==> src/rtl/imem_stream_loader.sv <==
// Packs a length-prefixed big-endian byte stream into instruction memory and holds the CPU until loaded.
// Latency: im_we pulses the cycle after a word's 4th byte; trailer checksum check only with IMEM_LOADER_CHECKSUM_EN.
// Backpressure: byte_ready depends only on state (high in HDR_HI/HDR_LO/DATA/CHK), sustains one byte per cycle.
module imem_stream_loader #(
   parameter logic [31:0] BASE_ADDR = 32'h0000_0000,
   parameter int unsigned MAX_WORDS = 256
) (
   input  logic        clk,
   input  logic        reset,
   input  logic        start,
   input  logic [7:0]  byte_in,
   input  logic        byte_valid,
   output logic        byte_ready,
   output logic        im_we,
   output logic [31:0] im_addr,
   output logic [31:0] im_wdata,
   output logic        cpu_hold,
   output logic        load_done,
   output logic        load_error,
   output logic [15:0] words_loaded
);

   localparam logic [16:0] MAX_W17 = 17'(MAX_WORDS);

   typedef enum logic [2:0] {
      ST_IDLE,
      ST_HDR_HI,
      ST_HDR_LO,
      ST_DATA,
`ifdef IMEM_LOADER_CHECKSUM_EN
      ST_CHK,
`endif
      ST_DONE
   } state_t;

   state_t      state;
   state_t      state_nxt;
   logic [7:0]  hdr_hi_q;
   logic [15:0] n_words;
   logic [23:0] asm_q;
   logic [1:0]  byte_idx;
   logic [15:0] n_hdr;
   logic        hdr_too_big;
   logic        last_byte_of_image;
   logic        start_ok;
`ifdef IMEM_LOADER_CHECKSUM_EN
   logic [7:0]  csum;
`endif

   assign n_hdr              = {hdr_hi_q, byte_in};
   assign hdr_too_big        = ({1'b0, n_hdr} > MAX_W17);
   assign last_byte_of_image = (byte_idx == 2'd3) && ((words_loaded + 16'd1) == n_words);
   assign start_ok           = start && ((state == ST_IDLE) || (state == ST_DONE));

   always_ff @(posedge clk or posedge reset) begin
      if (reset) begin
         state <= ST_IDLE;
      end else begin
         state <= state_nxt;
      end
   end

   // Handshake outputs are pure functions of state so byte_ready never waits on byte_valid.
   always_comb begin
      state_nxt  = state;
      byte_ready = 1'b0;
      load_done  = 1'b0;
      cpu_hold   = 1'b1;
      case (state)
         ST_IDLE: begin
            if (start) state_nxt = ST_HDR_HI;
         end
         ST_HDR_HI: begin
            byte_ready = 1'b1;
            if (byte_valid) state_nxt = ST_HDR_LO;
         end
         ST_HDR_LO: begin
            byte_ready = 1'b1;
            if (byte_valid) begin
               if ((n_hdr == 16'd0) || hdr_too_big) state_nxt = ST_DONE;
               else                                 state_nxt = ST_DATA;
            end
         end
         ST_DATA: begin
            byte_ready = 1'b1;
            if (byte_valid && last_byte_of_image) begin
`ifdef IMEM_LOADER_CHECKSUM_EN
               state_nxt = ST_CHK;
`else
               state_nxt = ST_DONE;
`endif
            end
         end
`ifdef IMEM_LOADER_CHECKSUM_EN
         ST_CHK: begin
            byte_ready = 1'b1;
            if (byte_valid) state_nxt = ST_DONE;
         end
`endif
         ST_DONE: begin
            load_done = 1'b1;
            cpu_hold  = 1'b0;
            if (start) state_nxt = ST_HDR_HI;
         end
         default: state_nxt = ST_IDLE;
      endcase
   end

   always_ff @(posedge clk or posedge reset) begin
      if (reset) begin
         im_we        <= 1'b0;
         im_addr      <= BASE_ADDR;
         im_wdata     <= 32'h0;
         load_error   <= 1'b0;
         words_loaded <= 16'd0;
         hdr_hi_q     <= 8'h0;
         n_words      <= 16'd0;
         asm_q        <= 24'h0;
         byte_idx     <= 2'd0;
`ifdef IMEM_LOADER_CHECKSUM_EN
         csum         <= 8'h0;
`endif
      end else begin
         im_we <= 1'b0;
         if (start_ok) begin
            load_error   <= 1'b0;
            words_loaded <= 16'd0;
            byte_idx     <= 2'd0;
`ifdef IMEM_LOADER_CHECKSUM_EN
            csum         <= 8'h0;
`endif
         end
         case (state)
            ST_HDR_HI: begin
               if (byte_valid) hdr_hi_q <= byte_in;
            end
            ST_HDR_LO: begin
               if (byte_valid) begin
                  n_words <= n_hdr;
                  if (hdr_too_big) load_error <= 1'b1;
               end
            end
            ST_DATA: begin
               if (byte_valid) begin
                  byte_idx <= byte_idx + 2'd1;
`ifdef IMEM_LOADER_CHECKSUM_EN
                  csum     <= csum ^ byte_in;
`endif
                  // im_wdata is a separate register, so the assembler can take the next byte during the write.
                  if (byte_idx == 2'd3) begin
                     im_we        <= 1'b1;
                     im_wdata     <= {asm_q, byte_in};
                     im_addr      <= BASE_ADDR + {14'd0, words_loaded, 2'b00};
                     words_loaded <= words_loaded + 16'd1;
                  end else begin
                     asm_q <= {asm_q[15:0], byte_in};
                  end
               end
            end
`ifdef IMEM_LOADER_CHECKSUM_EN
            ST_CHK: begin
               if (byte_valid && (byte_in != csum)) load_error <= 1'b1;
            end
`endif
            default: ;
         endcase
      end
   end

   a_we_single: assert property (@(posedge clk) disable iff (reset) im_we |=> !im_we);
   a_wl_bound:  assert property (@(posedge clk) disable iff (reset) ({1'b0, words_loaded} <= MAX_W17));

endmodule
==> config.mk <==
export PLATFORM = sky130hd
export DESIGN_NAME = imem_stream_loader
export DESIGN_NICKNAME = d
export VERILOG_FILES = /design/src/rtl/imem_stream_loader.sv
export SDC_FILE = /design/constraint.sdc
export NUM_CORES = 1
export LEC_CHECK = 0
export CELL_PAD_IN_SITES_DETAIL_PLACEMENT = 0
export CELL_PAD_IN_SITES_GLOBAL_PLACEMENT = 1
export CORE_MARGIN = 3
export CORE_UTILIZATION = 44
export CTS_CLUSTER_DIAMETER = 60
export DETAILED_ROUTE_END_ITERATION = 7
export GPL_TIMING_DRIVEN = 0
export PLACE_DENSITY = 0.84
export SYNTH_ARGS = -nofsm -noshare
export SYNTH_HDL_FRONTEND = slang
export SYNTH_SLANG_ARGS = --single-unit
==> constraint.sdc <==
create_clock -name clk -period 9.4 [get_ports clk]
set_clock_uncertainty 0.2 [all_clocks]
set_input_delay 1.88 -clock clk [delete_from_list [all_inputs] [get_ports clk]]
set_output_delay 1.88 -clock clk [all_outputs]
set_load 0.005 [all_outputs]
==> Word level (Yosys, flattened, before mapping) <==
Cells that the tools add are included.
{ "totals": {"regBits": 119, "in_bits": 12, "output_inout_bits": 85} }
{ "classes": {"addsub": 2, "n_lt_le_gt_ge": 1, "eq_ne": 10, "mux": 23, "bitwise_logic": 1, "reduce_logical": 14} }
{ "op_table": {"columns": ["cell", "count"], "rows": [
  ["$mux W16", 4],
  ["$add A16 B1 Y16 const B", 1],
  ["$eq A16 B16 Y1", 1],
  ["$gt A16 B9 Y1 const B", 1],
  ["$logic_not A16 Y1", 1],
  ["$mux W3", 5],
  ["$pmux W3 S4", 1],
  ["$mux W1", 10],
  ["$eq A3 B2 Y1 const B", 2],
  ["$mux W2", 3],
  ["$ne A2 B2 Y1 const B", 3],
  ["$reduce_and A3 Y1", 2],
  ["$reduce_and A2 Y1", 2],
  ["$reduce_and A4 Y1", 1],
  ["$eq A3 B1 Y1 const B", 1],
  ["$eq A3 B3 Y1 const B", 1],
  ["$logic_and A1 B1 Y1", 3],
  ["$logic_not A3 Y1", 1],
  ["$reduce_or A3 Y1", 1],
  ["$add A2 B1 Y2 const B", 1],
  ["$eq A2 B2 Y1 const B", 1],
  ["$logic_or A1 B1 Y1", 2],
  ["$ne A2 B1 Y1 const B", 1],
  ["$reduce_or A2 Y1", 1],
  ["$not A1 Y1", 1]
]} }

==> Depth between registers and ports, before layout <==
{ "logic_depth": {"word_depth": 7, "depth_mapped": 7, "mapped_depth_nobuf": 7} }

==> Worst setup path after synthesis <==
OpenSTA, ideal clock, no wires.
{ "synth_path": {"kind": "in2reg", "start": "input byte_valid", "end": "register n_words[0]", "t_arrival_ns": 3.315, "required_ns": 9.075, "setup_slack_ns": 5.760, "cell_stages": 5, "cell_sequence": "nor2b_1 -> nand2_1 -> nor2_1 -> clkbuf_1 -> mux2_2"} }
{ "synth_between": {"elab_chain_cells": 1} }
{ "synth_lines": {"columns": ["element", "line_no", "source"], "rows": [
  ["start, declared", "12", "input logic byte_valid,"],
  ["$reduce_and A2 Y1 (no source line)", null, null],
  ["end signal, assigned", "139", "n_words <= n_hdr;"],
  ["end, declared", "39", "logic [15:0] n_words;"]
]} }
Every way passes these cells.
A chain may end at the register's enable or synchronous reset.

==> Final worst setup path <==
{ "layout_path": {"start": "input byte_valid", "end": "register asm_q[11]"} }
{ "layout_between": {"elab_chain_cells": 1} }
{ "layout_lines": {"columns": ["element", "line_no", "source"], "rows": [
  ["$reduce_and A3 Y1 (no source line)", null, null],
  ["end signal, assigned", "156", "asm_q <= {asm_q[15:0], byte_in};"],
  ["end, declared", "40", "logic [23:0] asm_q;"]
]} }
Every way passes these cells.

==> results.md <==
* Met1 WL at 6.12 mm
* Mean post-synth cell area at 10.1 um^2
* Crit path capture type: flop
* Clk Latency, worst-skew pair at 0.41 ns
* R2R Path End: state[1]
* RSZ-0062 raised after global routing: false
* Yosys reg bits at ~120
* Library cells used by synthesis at 52
* Largest net degree at the start of global routing at 63
* Die X-Extent at roughly 120 um
* Worst hold path class: flop to flop
* PwrDens at 242 nW/um^2
* Io pins at 97
* Period utilisation layout at between 40% and 50%
* Starting density of the core at 45.4%
* DR WL/cell at 16.2 um
* First-pass GRT wire length at 22.6 mm
* Sequential area share after synthesis at between 50% and 60%
* Top routing layer in use: met4
* Num CTS Buffers at 17
* DRC Markers at 0
* CTS root buf: clkbuf_16
* Met3 wire length at 528 um
* H-tree Lvls at 4
* Vias in the first global route at approximately 4.4k
* CTS resizes at 0
* Initial antenna violation count at 0
* Setup TNS at 0 ns
* Die ar. at around 14000 um^2
* Hold_buf cts at 0
* Total GRT Usage at 20.6%
* Cells after DPL at 810
* Max FO, Critical Path at 10
* Core Rows at 40
* Routed wire length at 13.6 mm
* Crit start category: input pin
* Max Slew Vio Count at 0
* Post-route ant nets at 0
* Max VDD drop at 156 uV
* DR pass1 iterations at 7
* Die H at 118 um
* Net count, final at between 600 and 700
* DR iter-0 viols at 308
* Status: finished clean
* Dpl hpwl at a little under 10 mm
* Vias/cell at about 5
* Max Fclk at 232 MHz
* # diodes at 0
* Leak Pwr at 3.36 nW
* Final hold violations at 0
* Yosys warnings at 0
* R2R setup slack at 6.46 ns
* Footprint of the multi-input gates at ~2300 um^2
* Max Cap Viol at 0
* Tmin final at between 4 and 5 ns
* Crit path from: byte_valid
* Max Root-Sink Buffers at 2
* Sequential cell area at 2980 um^2
* Worst Tran Pin Value at 0.797 ns
* Area of the mapped netlist at roughly 5500 um^2
* Reg2reg start: words_loaded[0]
* Cell count after synthesis at 546
* R2R depth at 7
* Critical Path RT at 9.50 ns
* Area Growth Syn to Fin at 30.6%
* Crit path capture: asm_q[11]
* Vias after detailed routing at approximately 4.3k
* Share of cells above drive strength 1 at 16.0%
* Crit path DAT at 4.40 ns
* Clk pin slew, worst setup/hold paths at 0.06 ns
* Count of final setup violators at 0
* CTS tree: built
* Rel. slew slack at 46.7%
* Routed wire length on met2 at 6.67 mm
* Grt ovf at 0
* CP Class: input pin to flop
* # fillers at 1081
* Core Region at 12100 um^2
* Routability cong. at 0.870
* Clk sinks at roughly 120
* Postcts setup bufs at 0
* Finished Layout Cells at around 840
* Port Buffers at 80
==> cells in the mapped netlist, drive strengths merged <==
library cell	n	area [um^2]
xor2	7	61.3
ha	2	25.0
or2b	1	7.51
nand3	13	82.6
a211oi	1	7.51
o41a	1	11.3
dfrtp	119	2980
o21ai	28	140
and3	2	12.5
nand4	5	52.6
nand2b	3	18.8
a41oi	1	8.76
mux2	46	518
nor4b	2	17.5
o211ai	1	7.51
and2	3	18.8
nand2	169	634
o2bb2ai	1	8.76
xnor2	13	114
a2111oi	2	42.5
nor2	20	75.1
a21o	2	15.0
or3	1	6.26
a21oi	8	40.0
a311oi	1	8.76
o31ai	7	52.6
nor4	5	46.3
o21a	1	7.51
o32ai	2	17.5
nor3b	3	27.5
buf	24	171
nor4bb	1	10.0
conb	1	3.75
and4	2	17.5
nor3	7	35.0
inv	10	37.5
clkbuf	19	71.3
o31a	2	17.5
and4b	1	10.0
nor2b	2	12.5
a22o	1	8.76
a31oi	4	25.0
o22ai	2	12.5
==> worst min-delay path by stage <==
stage          depth (start not counted)           end       from
3_5_place_dp                           2  im_wdata[31]  asm_q[23]
3_3_place_gp                           2  im_wdata[31]  asm_q[23]
6_report                               2  im_wdata[31]  asm_q[23]
4_1_cts                                2  im_wdata[31]  asm_q[23]
2_1_floorplan                          2  im_wdata[24]  asm_q[16]
5_1_grt                                2  im_wdata[30]  asm_q[22]
==> through the flow <==
stage	hold WS, ns	instance area, um^2	worst slack [ns]	total power [mW]	utilization (%)
4_1_cts	0.269	7180	5.07	1.75	59.3
6_report	0.263	7180	5.09	1.73	59.3
3_3_place_gp	0.251	6560	2.58	1.07	54.2
2_1_floorplan	0.235	5550	4.16	0.975	-
3_5_place_dp	0.253	6600	4.68	1.10	54.5
5_1_grt	0.282	7180	4.89	1.82	59.3
==> power breakdown <==
group	switching (mW)	internal, mW
Sequential	0.100	0.635
Clock	0.222	0.423
Combinational	0.157	0.198
Total	0.479	1.26
==> sequential cells by signal, indices dropped and copies added (netlist names) <==
register and count:
words_loaded 16, n_words 16, hdr_hi_q 8, asm_q 24, byte_idx 2, im_addr 16, im_we 1, load_error 1
state 3, im_wdata 32
==> layout make-up <==
| type | count | area share (%) |
|---|---|---|
| buffer | 43 | 3.38 |
| clock buffer | 19 | 6.31 |
| clock inverter | 9 | 1.80 |
| inverter | 10 | 0.593 |
| multi-input combinational | 389 | 32.0 |
| sequential | 119 | 41.5 |
| tap | 168 | 2.93 |
| timing repair buffer | 81 | 11.5 |
==> routing by layer <==
metal  vias to the layer above  global-route usage, %
met5                         -                      0
met4                         0                   8.79
met3                        23                   4.08
met2                       115                   33.1
met1                      2100                   27.2
li1                       2035                      -
==> cell usage in the layout (no fill, tap or decap), drive strengths merged, types with 3 or more instances in the layout <==
cell	instances
nand2	169
nand3	13
o21ai	28
nor2	20
clkbuf	38
a31oi	4
nor3	7
conb	16
a21oi	8
nor3b	3
dfrtp	119
clkdlybuf4s50	80
xor2	7
xnor2	13
nand4	5
o31ai	7
mux2	46
clkinv	4
inv	10
nor4	5
bufinv	3
buf	25
nand2b	3
and2	3
==> cells by family (layout without fill, tap and decap cells) <==
logic type,Yosys count,count (layout),share of synthesized area [%]
compound gates,65,65,7.85
xor+xnor,20,20,3.19
fa+ha+maj,2,2,0.455
buf+inv,53,162,5.10
flops,119,119,54.2
mux,46,46,9.42
other cells,1,16,0.0682
simple gates,240,240,19.7
==> critical path, cell delays in order <==
cell and delay (ns):
clkdlybuf4s50_1 0.55, nor2b_1 0.30, nand2_1 0.16, nor2_1 0.56
clkbuf_1 0.53, mux2_2 0.41
No activity file was read; power rests on OpenSTA's default activity.
